`config.mk`:
```
export PLATFORM = sky130hd
export DESIGN_NAME = reprog_mem_writer
export DESIGN_NICKNAME = d
export VERILOG_FILES = /design/src/rtl/reprog_pkg.sv /design/src/rtl/reprog_fifo.sv /design/src/rtl/reprog_mem_writer.sv
export SDC_FILE = /design/constraint.sdc
export NUM_CORES = 1
export LEC_CHECK = 0
export BUFFER_PORTS_ARGS = -buffer_cell sky130_fd_sc_hd__buf_4
export CAP_MARGIN = 25
export CORE_UTILIZATION = 30
export DETAILED_ROUTE_END_ITERATION = 8
export GPL_TIMING_DRIVEN = 0
export PLACE_DENSITY = 0.58
export SLEW_MARGIN = 10
export SYNTH_ARGS = -nofsm -noshare
export SYNTH_HDL_FRONTEND = slang
export SYNTH_SLANG_ARGS = --single-unit
```
`constraint.sdc`:
```
create_clock -name clk_50mhz -period 3.6 [get_ports clk_50mhz]
set_input_delay 0.36 -clock clk_50mhz [delete_from_list [all_inputs] [get_ports clk_50mhz]]
set_output_delay 0.36 -clock clk_50mhz [all_outputs]
set_load 0.05 [all_outputs]
```
`src/rtl/reprog_pkg.sv`:
```
// reprog_pkg: shared constants and FSM state type for the reprogram memory writer.
package reprog_pkg;
    localparam int ADDR_W_DEF = 23;
    localparam int DATA_W_DEF = 32;
    localparam logic [22:0] INIT_ADDR = 23'h7FFFFF;
    typedef enum logic [1:0] {IDLE, REQ, RELEASE} state_t;
endpackage

```
`src/rtl/reprog_fifo.sv`:
```
// reprog_fifo: synchronous fall-through FIFO; DEPTH must be a power of two.
module reprog_fifo #(
    parameter int WIDTH = 55,
    parameter int DEPTH = 4
) (
    input  logic                     clk_50mhz,
    input  logic                     rst,
    input  logic                     push,
    input  logic                     pop,
    input  logic [WIDTH-1:0]         din,
    output logic [WIDTH-1:0]         dout,
    output logic                     full,
    output logic                     empty,
    output logic [$clog2(DEPTH):0]   count
);
    localparam int AW = $clog2(DEPTH);
    logic [WIDTH-1:0] r_mem [DEPTH];
    logic [AW-1:0]    r_wp;
    logic [AW-1:0]    r_rp;
    logic [AW:0]      r_count;
    logic             w_rd;
    logic             w_wr;
    assign w_rd  = pop && !empty;
    // a pop on the same edge frees the slot a full FIFO needs
    assign w_wr  = push && (!full || w_rd);
    assign full  = r_count[AW];
    assign empty = r_count == '0;
    assign count = r_count;
    assign dout  = r_mem[r_rp];
    always_ff @(posedge clk_50mhz) begin
        if (rst) begin
            r_wp    <= '0;
            r_rp    <= '0;
            r_count <= '0;
        end else begin
            r_wp    <= w_wr ? r_wp + 1'b1 : r_wp;
            r_rp    <= w_rd ? r_rp + 1'b1 : r_rp;
            r_count <= r_count + {{AW{1'b0}}, w_wr} - {{AW{1'b0}}, w_rd};
        end
    end
    always_ff @(posedge clk_50mhz) begin
        if (w_wr) r_mem[r_wp] <= din;
    end
endmodule

```
`src/rtl/reprog_mem_writer.sv`:
```
// reprog_mem_writer: turns address changes from the UART reprogram stage into
// buffered four-phase memory writes, with write count and running checksum.
module reprog_mem_writer
    import reprog_pkg::*;
#(
    parameter int ADDR_W     = ADDR_W_DEF,
    parameter int DATA_W     = DATA_W_DEF,
    parameter int FIFO_DEPTH = 4
) (
    input  logic              clk_50mhz,
    input  logic              rst,
    input  logic [ADDR_W-1:0] in_addr,
    input  logic [DATA_W-1:0] in_data,
    input  logic              in_write,
    output logic [ADDR_W-1:0] mem_addr,
    output logic [DATA_W-1:0] mem_wdata,
    output logic              mem_req,
    input  logic              mem_ack,
    output logic              busy,
    output logic              overflow,
    output logic [ADDR_W-1:0] words_written,
    output logic [DATA_W-1:0] sum
);
    localparam logic [ADDR_W-1:0] L_INIT = ADDR_W'(INIT_ADDR);
    state_t                       r_state;
    state_t                       w_state_nx;
    logic [ADDR_W-1:0]            r_last_addr;
    logic                         w_detect;
    logic                         w_pop;
    logic                         w_done;
    logic                         w_full;
    logic                         w_empty;
    logic [$clog2(FIFO_DEPTH):0]  w_count;
    logic [ADDR_W+DATA_W-1:0]     w_head;
    assign w_detect = in_write && (in_addr != r_last_addr);
    assign busy     = (w_count != '0) || (r_state != IDLE);
    reprog_fifo #(.WIDTH(ADDR_W + DATA_W), .DEPTH(FIFO_DEPTH)) u_fifo (
        .clk_50mhz (clk_50mhz),
        .rst       (rst),
        .push      (w_detect),
        .pop       (w_pop),
        .din       ({in_addr, in_data}),
        .dout      (w_head),
        .full      (w_full),
        .empty     (w_empty),
        .count     (w_count)
    );
    // IDLE also waits for mem_ack low so a stale ack never starts a request
    always_comb begin
        w_state_nx = r_state;
        w_pop      = 1'b0;
        w_done     = 1'b0;
        case (r_state)
            IDLE: if (!w_empty && !mem_ack) begin
                w_pop      = 1'b1;
                w_state_nx = REQ;
            end
            REQ: if (mem_ack) begin
                w_done     = 1'b1;
                w_state_nx = RELEASE;
            end
            RELEASE: if (!mem_ack) w_state_nx = IDLE;
            default: w_state_nx = IDLE;
        endcase
    end
    always_ff @(posedge clk_50mhz) begin
        if (rst) r_state <= IDLE;
        else     r_state <= w_state_nx;
    end
    always_ff @(posedge clk_50mhz) begin
        if (rst) begin
            mem_req       <= 1'b0;
            mem_addr      <= '0;
            mem_wdata     <= '0;
            overflow      <= 1'b0;
            words_written <= '0;
            sum           <= '0;
            r_last_addr   <= L_INIT;
        end else begin
            // an undetected word already equals r_last_addr, so loading in_addr is safe
            r_last_addr <= in_write ? in_addr : L_INIT;
            if (w_detect && w_full && !w_pop) overflow <= 1'b1;
            if (w_pop) begin
                mem_req   <= 1'b1;
                mem_addr  <= w_head[ADDR_W+DATA_W-1:DATA_W];
                mem_wdata <= w_head[DATA_W-1:0];
            end
            if (w_done) begin
                mem_req       <= 1'b0;
                words_written <= words_written + 1'b1;
                sum           <= sum + mem_wdata;
            end
        end
    end
endmodule

```
==> parameters.txt, run 1 <==
Parameter                              Value

Placed design
  Port-buffer cells    171
  Placer congestion estimate    0.840
  Post-DP HPWL    27,100 um
  Setup WS pre-CTS    70.7 ps
  Post-placement cell area    0.0171 mm^2
  Placed cells    1,962

Finish
  Commonest cells after routing, fill and taps aside    220 x edfxtp_1, 185 x nand2_1, 171 x buf_4, 144 x dfxtp_1, 112 x a21oi_1
  Area added between synthesis and finish    27.8%
  Share of cells above drive strength 1    21.9%
  Post-route non-filler standard cell count    2,081
  # diodes    0
  Design Area, Final    0.0189 mm^2
  Final-stage net count    1,483
  Most frequent standard cell in the layout excluding fill and tap cells    edfxtp_1
  Fill cells    4,728

Power
  Leakage power summed over all cells    6.90 nW
  Peak ir drop on the vdd network    0.000336 V
  Sw power    3.82 mW
  Total Power Consumption    12.5 mW
  Cell-internal power    8.72 mW
  Switching share of power    30.5%
  Ratio of total power to cell area    663 mW/mm^2
  Combinational Power Share    23.7%
  Part of the total power dissipated in the clock network    35.2%
  Fraction of power consumed by sequential logic    41.1%

Outcome
  Outcome    complete, no violations

Setup path
  Startpoint Class    input port
  Maximum cell stage delay along the critical path    580 ps
  Category of cells accounting for the largest share of critical-path delay    buffers and inverters
  Ordered cell list for the critical path    dlygate4sd3_1 -> buf_4 -> or4_1 -> clkbuf_1 -> inv_1 -> ha_1 -> inv_1 -> ha_1 -> inv_1 -> fa_1 -> xor2_1 -> xnor2_1 -> nor2_1
  Cell at the slowest stage of the critical path    inv_1
  Data required time of the worst path    4020 ps
  CP Data Arrival Time    3640 ps
  Maximum fanout count along the critical path    13
  Worst path most repeated cell    inv_1
  Number of buffer and inverter stages on the critical path    6
  Capturing element type of the critical path    register
  Start-to-end type of the worst setup path    in2reg

Detailed routing
  Drt wl/cell    18.7 um
  Final antenna-violating net count    0
  Average via count per standard cell    4.65
  Detailed-route wire length    38,900 um
  Sum of met2 wire segment lengths after detailed routing    18,600 um
  Met3 routed WL    2060 um
  Number of vias in the routed layout    9,671
  Iteration-0 DRC Markers    594
  DRC violation count after routing    0
  Top layer reached by signal wires    met5
  Met1 Routed Length    17,500 um
  Drt first pass iters    6

Floorplan
  Die span in y    224 um
  Cell row count    81
  Die Footprint    0.0502 mm^2
  Area inside the core boundary    0.0488 mm^2
  Initial Utilization    30.3%
  Number of ports placed on the die boundary    172
  Overall die width    224 um

Timing
  Hold violation total from the final report    0
  Tcrit/Tclk final    89.4%
  Final slew viol count    0
  Max Fclk    311 MHz
  Worst slack on hold paths    29.7 ps
  Final setup fails    0
  Relative slew slack    39.0%
  Transition at the pin with the smallest max-transition slack    915 ps
  Min Tclk post-route    3220 ps
  Unrepaired setup endpoints after global routing    no
  Least setup slack across all paths after layout    383 ps
  Post-Route Skew    15.3 ps

Logic synthesis
  Synthesized instance count    1,122
  Synth Area in Simple Gates    10.3%
  Largest family of logic cells by synthesized area    simple AND/OR/NAND/NOR gates
  Share of the synthesized area in compound gates (AO/OA/AOI/OAI)    7.43%
  Synthesized flop and latch total    364
  Post-Synthesis Net Count    1,221
  Post-synth EDFFs    220
  Synth async-reset ratio    0%
  Sequential element share of the synthesized area    64.1%
  Synth Flop Type    edfxtp_1
  Cell area after synthesis    0.0148 mm^2
  Share of cell area taken by muxes after synthesis    8.58%
  Yosys warnings    0
  Adder-Cell Fraction of Synth Area    3.48%
  Syn avg cell area    13.2 um^2
  Unique cell type count in the Yosys netlist    54
  Post-Synth XOR/XNOR Area    4.44%

Min path
  Class of the most critical hold timing path    in2reg

Clocking
  Clock Pin Slew Worst Setup and Hold Paths    60 ps
  Num CTS Buffers    41
  Number of levels in the clock H-tree    2
  # resized after CTS    0
  Sinks on the clock net    364
  Longest Clk Path Bufs    3
  CTS tree    done
  Buffer count from post-CTS setup fixing    0
  Root Buffer Master    clkbuf_16
  Later-pin clock latency in the skew report    560 ps

Global routing
  GRT Resource Usage Total    15.7%
  Via count of the first global-routing pass    9,848
  Grt ovf    0
  Maximum number of pins on one net before global-route repair    37
  Wire length of the first global-routing pass    59,400 um
  Initial antenna violation count    3

Job
  Max_cap viols    0
[area by class of cell]
| class | count | area [um^2] | share of cell area (%) |
|---|---|---|---|
| inverter | 16 | 60.1 | 0.317 |
| tap | 664 | 831 | 4.39 |
| buffer | 48 | 190 | 1.01 |
| sequential | 364 | 9490 | 50.2 |
| timing repair buffer | 220 | 1850 | 9.78 |
| clock inverter | 28 | 363 | 1.92 |
| clock buffer | 48 | 1060 | 5.62 |
| multi-input combinational | 693 | 5070 | 26.8 |
[per-stage QoR]
stage	setup TNS, ps	utilization, %
final	0	38.7
after global routing	0	38.7
after CTS	0	38.7
after detailed placement	0	34.9
after global placement	-256700	34.6
after floorplan	0	-
[sequential cells by signal, summed over array words and instances (netlist names), 3 cells and up]
register / count
r_last_addr: 23
words_written: 23
sum: 32
u_fifo.count: 3
mem_addr: 23
u_fifo.r_mem: 220
mem_wdata: 32
[metal layers]
layer	vias to the layer above	GRT usage [%]
met5	-	0
met4	6	4.42
met3	69	3.55
met2	225	25.9
met1	4722	20.7
li1	4649	-
[kinds of logic after synthesis]
kind of cell	Yosys count
compound gates	183
fa+ha+maj	40
xor+xnor	75
simple gates	337
flops	364
buf+inv	65
mux	58
[synth_stat cells (all sizes together), types with 3 or more instances]
cell type	instances	share of area (%)
xor2	34	2.0
a31oi	3	0.13
o41ai	3	0.18
a22o	10	0.59
dfxtp	144	19
nand3	13	0.47
ha	38	3.2
or3	4	0.17
nor3	7	0.24
nand2b	24	1.0
clkbuf	39	0.99
a21o	8	0.41
a21oi	113	3.8
inv	16	0.41
xnor2	41	2.4
nor4	5	0.21
nor2b	5	0.21
nor3b	4	0.20
edfxtp	220	45
buf	10	0.32
nand2	185	4.7
o22ai	3	0.13
and2	8	0.34
o21ai	17	0.57
mux4	55	8.4
and3	14	0.59
a21boi	4	0.20
o21bai	3	0.15
o211ai	4	0.24
nand4	12	0.61
a221o	3	0.20
nor2	52	1.3
[power by group through the flow]
stage	clock (mW)	combinational (mW)	sequential, mW
floorplan	0	1.47	5.74
global placement	0	2.92	5.26
detailed placement	0	3.00	5.25
CTS	4.53	3.05	5.16
global route	4.69	3.25	5.20
finish	4.41	2.98	5.15
[final timing paths]
path                                       from                  end  slack [ps]  depth (start not counted)
worst min-delay path                in_addr[16]  u_fifo.r_mem[2][48]          30                          1
worst max-delay path                    mem_ack      u_fifo.count[2]         380                         13
worst min register to register      mem_addr[5]          mem_addr[5]         460                          2
worst max register to register  u_fifo.count[2]      u_fifo.count[2]         460                         12
[timing repair]
item	4_1_cts	5_1_grt
endpoints found under the setup margin	0	1
hold buffers	44	0
hold endpoints to repair	165	0
No activity file was read; power rests on OpenSTA's default activity.
==> run 2: changes to the inputs <==
- CORE_UTILIZATION: 30 -> 50
- PLACE_DENSITY: 0.58 -> 0.81
==> run 2 against run 1 <==
  * Clock power decreased by 7.5%
  * Final cell count decreased by 16%
  * Wire length decreased by 11%
  * Combinational power decreased by 3%
  * Worst hold slack improved by 3.6 ps
  * Fmax decreased by 5.4%
  * Largest cell class unchanged
  * Power decreased by 3.3%
==> parameters.txt, run 2 (synthesized netlist as in run 1, its figures left out) <==
Parameter                              Value

Timing
  Max Fclk    294 MHz
  Final setup fails    0
  Relative slew slack    34.3%
  Transition at the pin with the smallest max-transition slack    985 ps
  Tcrit/Tclk final    94.4%
  Min Tclk post-route    3400 ps
  Hold violation total from the final report    0
  Unrepaired setup endpoints after global routing    no
  Final slew viol count    0
  Post-Route Skew    17.6 ps

Global routing
  Maximum number of pins on one net before global-route repair    35
  Wire length of the first global-routing pass    53,200 um
  Via count of the first global-routing pass    9,656
  Grt ovf    0
  Initial antenna violation count    5
  GRT Resource Usage Total    22.8%

Power
  Leakage power summed over all cells    6.67 nW
  Ratio of total power to cell area    674 mW/mm^2
  Peak ir drop on the vdd network    0.000379 V

Setup path
  Startpoint Class    register
  Ordered cell list for the critical path    nor3_1 -> or4_1 -> clkbuf_1 -> inv_1 -> clkbuf_1 -> ha_1 -> inv_1 -> ha_1 -> inv_1 -> fa_1 -> xor2_1 -> xnor2_1 -> nor2_1
  Cell at the slowest stage of the critical path    clkbuf_1
  Capturing element type of the critical path    register
  Worst path most repeated cell    inv_1
  Data required time of the worst path    3980 ps
  CP Data Arrival Time    3780 ps
  Maximum fanout count along the critical path    10
  Start-to-end type of the worst setup path    reg2reg
  Maximum cell stage delay along the critical path    540 ps

Detailed routing
  Number of vias in the routed layout    9,715
  Average via count per standard cell    5.54
  Iteration-0 DRC Markers    748
  Drt first pass iters    5
  Final antenna-violating net count    0
  Drt wl/cell    19.7 um
  DRC violation count after routing    0
  Detailed-route wire length    34,500 um

Finish
  Final core utilization    62.2%
  Register with the most flip-flops    u_fifo.r_mem
  Combined area of the multi-input logic cells    0.00507 mm^2
  Final-stage net count    1,436
  Design Area, Final    0.0180 mm^2
  Top Registers    u_fifo.r_mem: 220 flops, mem_wdata: 32 flops, sum: 32 flops
  Footprint of the flip-flops and latches    0.00949 mm^2
  Commonest cells after routing, fill and taps aside    220 x edfxtp_1, 185 x nand2_1, 171 x buf_4, 144 x dfxtp_1, 112 x a21oi_1
  Most frequent standard cell in the layout excluding fill and tap cells    edfxtp_1
  Fill cells    2,207
  Number of flip-flops under the largest register name    220
  Area added between synthesis and finish    21.5%
  Share of cells above drive strength 1    22.7%

Clocking
  CTS tree    done
  # resized after CTS    0
  Clock Pin Slew Worst Setup and Hold Paths    60 ps
  Buffer count from post-CTS setup fixing    0
  Later-pin clock latency in the skew report    520 ps
  Hold-fix buffer count after cts    0
  Longest Clk Path Bufs    3
  Num CTS Buffers    37
  Root Buffer Master    clkbuf_16
  Number of levels in the clock H-tree    2
  Sinks on the clock net    364

Floorplan
  Overall die width    174 um
  Die Footprint    0.0303 mm^2
  Cell row count    62
  Number of ports placed on the die boundary    172
  Initial Utilization    51.2%
  Area inside the core boundary    0.0289 mm^2
  Die span in y    174 um

Placed design
  Post-placement cell area    0.0167 mm^2
  Post-DP HPWL    23,900 um
  Port-buffer cells    171
  Placer congestion estimate    0.890

Outcome
  Outcome    complete, no violations

Min path
  Class of the most critical hold timing path    in2reg

Job
  Max_cap viols    0
[run 2: metrics by stage]
| step | hold slack [ps] | setup WS (ps) | setup TNS [ps] | instances | power [mW] |
|---|---|---|---|---|---|
| after floorplan | 439 | 441 | 0 | 1122 | 7.21 |
| after global placement | 445 | -822 | -177260 | 1677 | 8.03 |
| after detailed placement | 448 | 218 | 0 | 1681 | 8.14 |
| after CTS | 10.9 | 238 | 0 | 1749 | 12.2 |
| after global routing | 26.1 | 21.4 | 0 | 1752 | 12.6 |
| final | 33.3 | 201 | 0 | 1754 | 12.1 |
[run 2: area by class of cell]
cell class              instances  share of cell area, %
clock inverters                25                   1.68
repair buffers                176                   7.65
plain buffers                  49                   1.08
diodes                          4                 0.0557
inverters                      16                  0.334
well taps                     384                   2.67
flip-flops and latches        364                   52.8
multi-input cells             693                   28.2
clock buffers                  43                   5.57
[run 2: report_power, final]
part	switching [mW]	internal [mW]
registers	0.251	4.91
logic	1.82	1.07
clock network	1.58	2.50
[run 2: routing by layer]
layer	wire [um]	vias to the layer above	global-route usage, %	share of wire (%)
met3	2330	76	4.72	6.7
met4	1200	2	9.14	3.5
li1	-	4545	-	-
met2	16500	350	37.3	48
met5	13	-	0	0.038
met1	14500	4742	29.9	42
[run 2: worst paths after layout]
| path | start | cells after the start | to | slack (ps) |
|---|---|---|---|---|
| setup / recovery | u_fifo.count[2] | 13 | u_fifo.count[2] | 200 |
| hold / removal | mem_ack | 2 | r_state[0] | 30 |
| setup reg to reg | u_fifo.count[2] | 13 | u_fifo.count[2] | 200 |
| hold reg to reg | mem_addr[21] | 2 | mem_addr[21] | 460 |
[run 2: critical path, delay by kind of cell, from the launching register on]
family                     cells  cell delay (ps)
buffers and inverters          5             1050
adders and majority gates      3              870
and+or+nand+nor                3              540
DFF                            1              450
xor gates and xnor gates       2              350
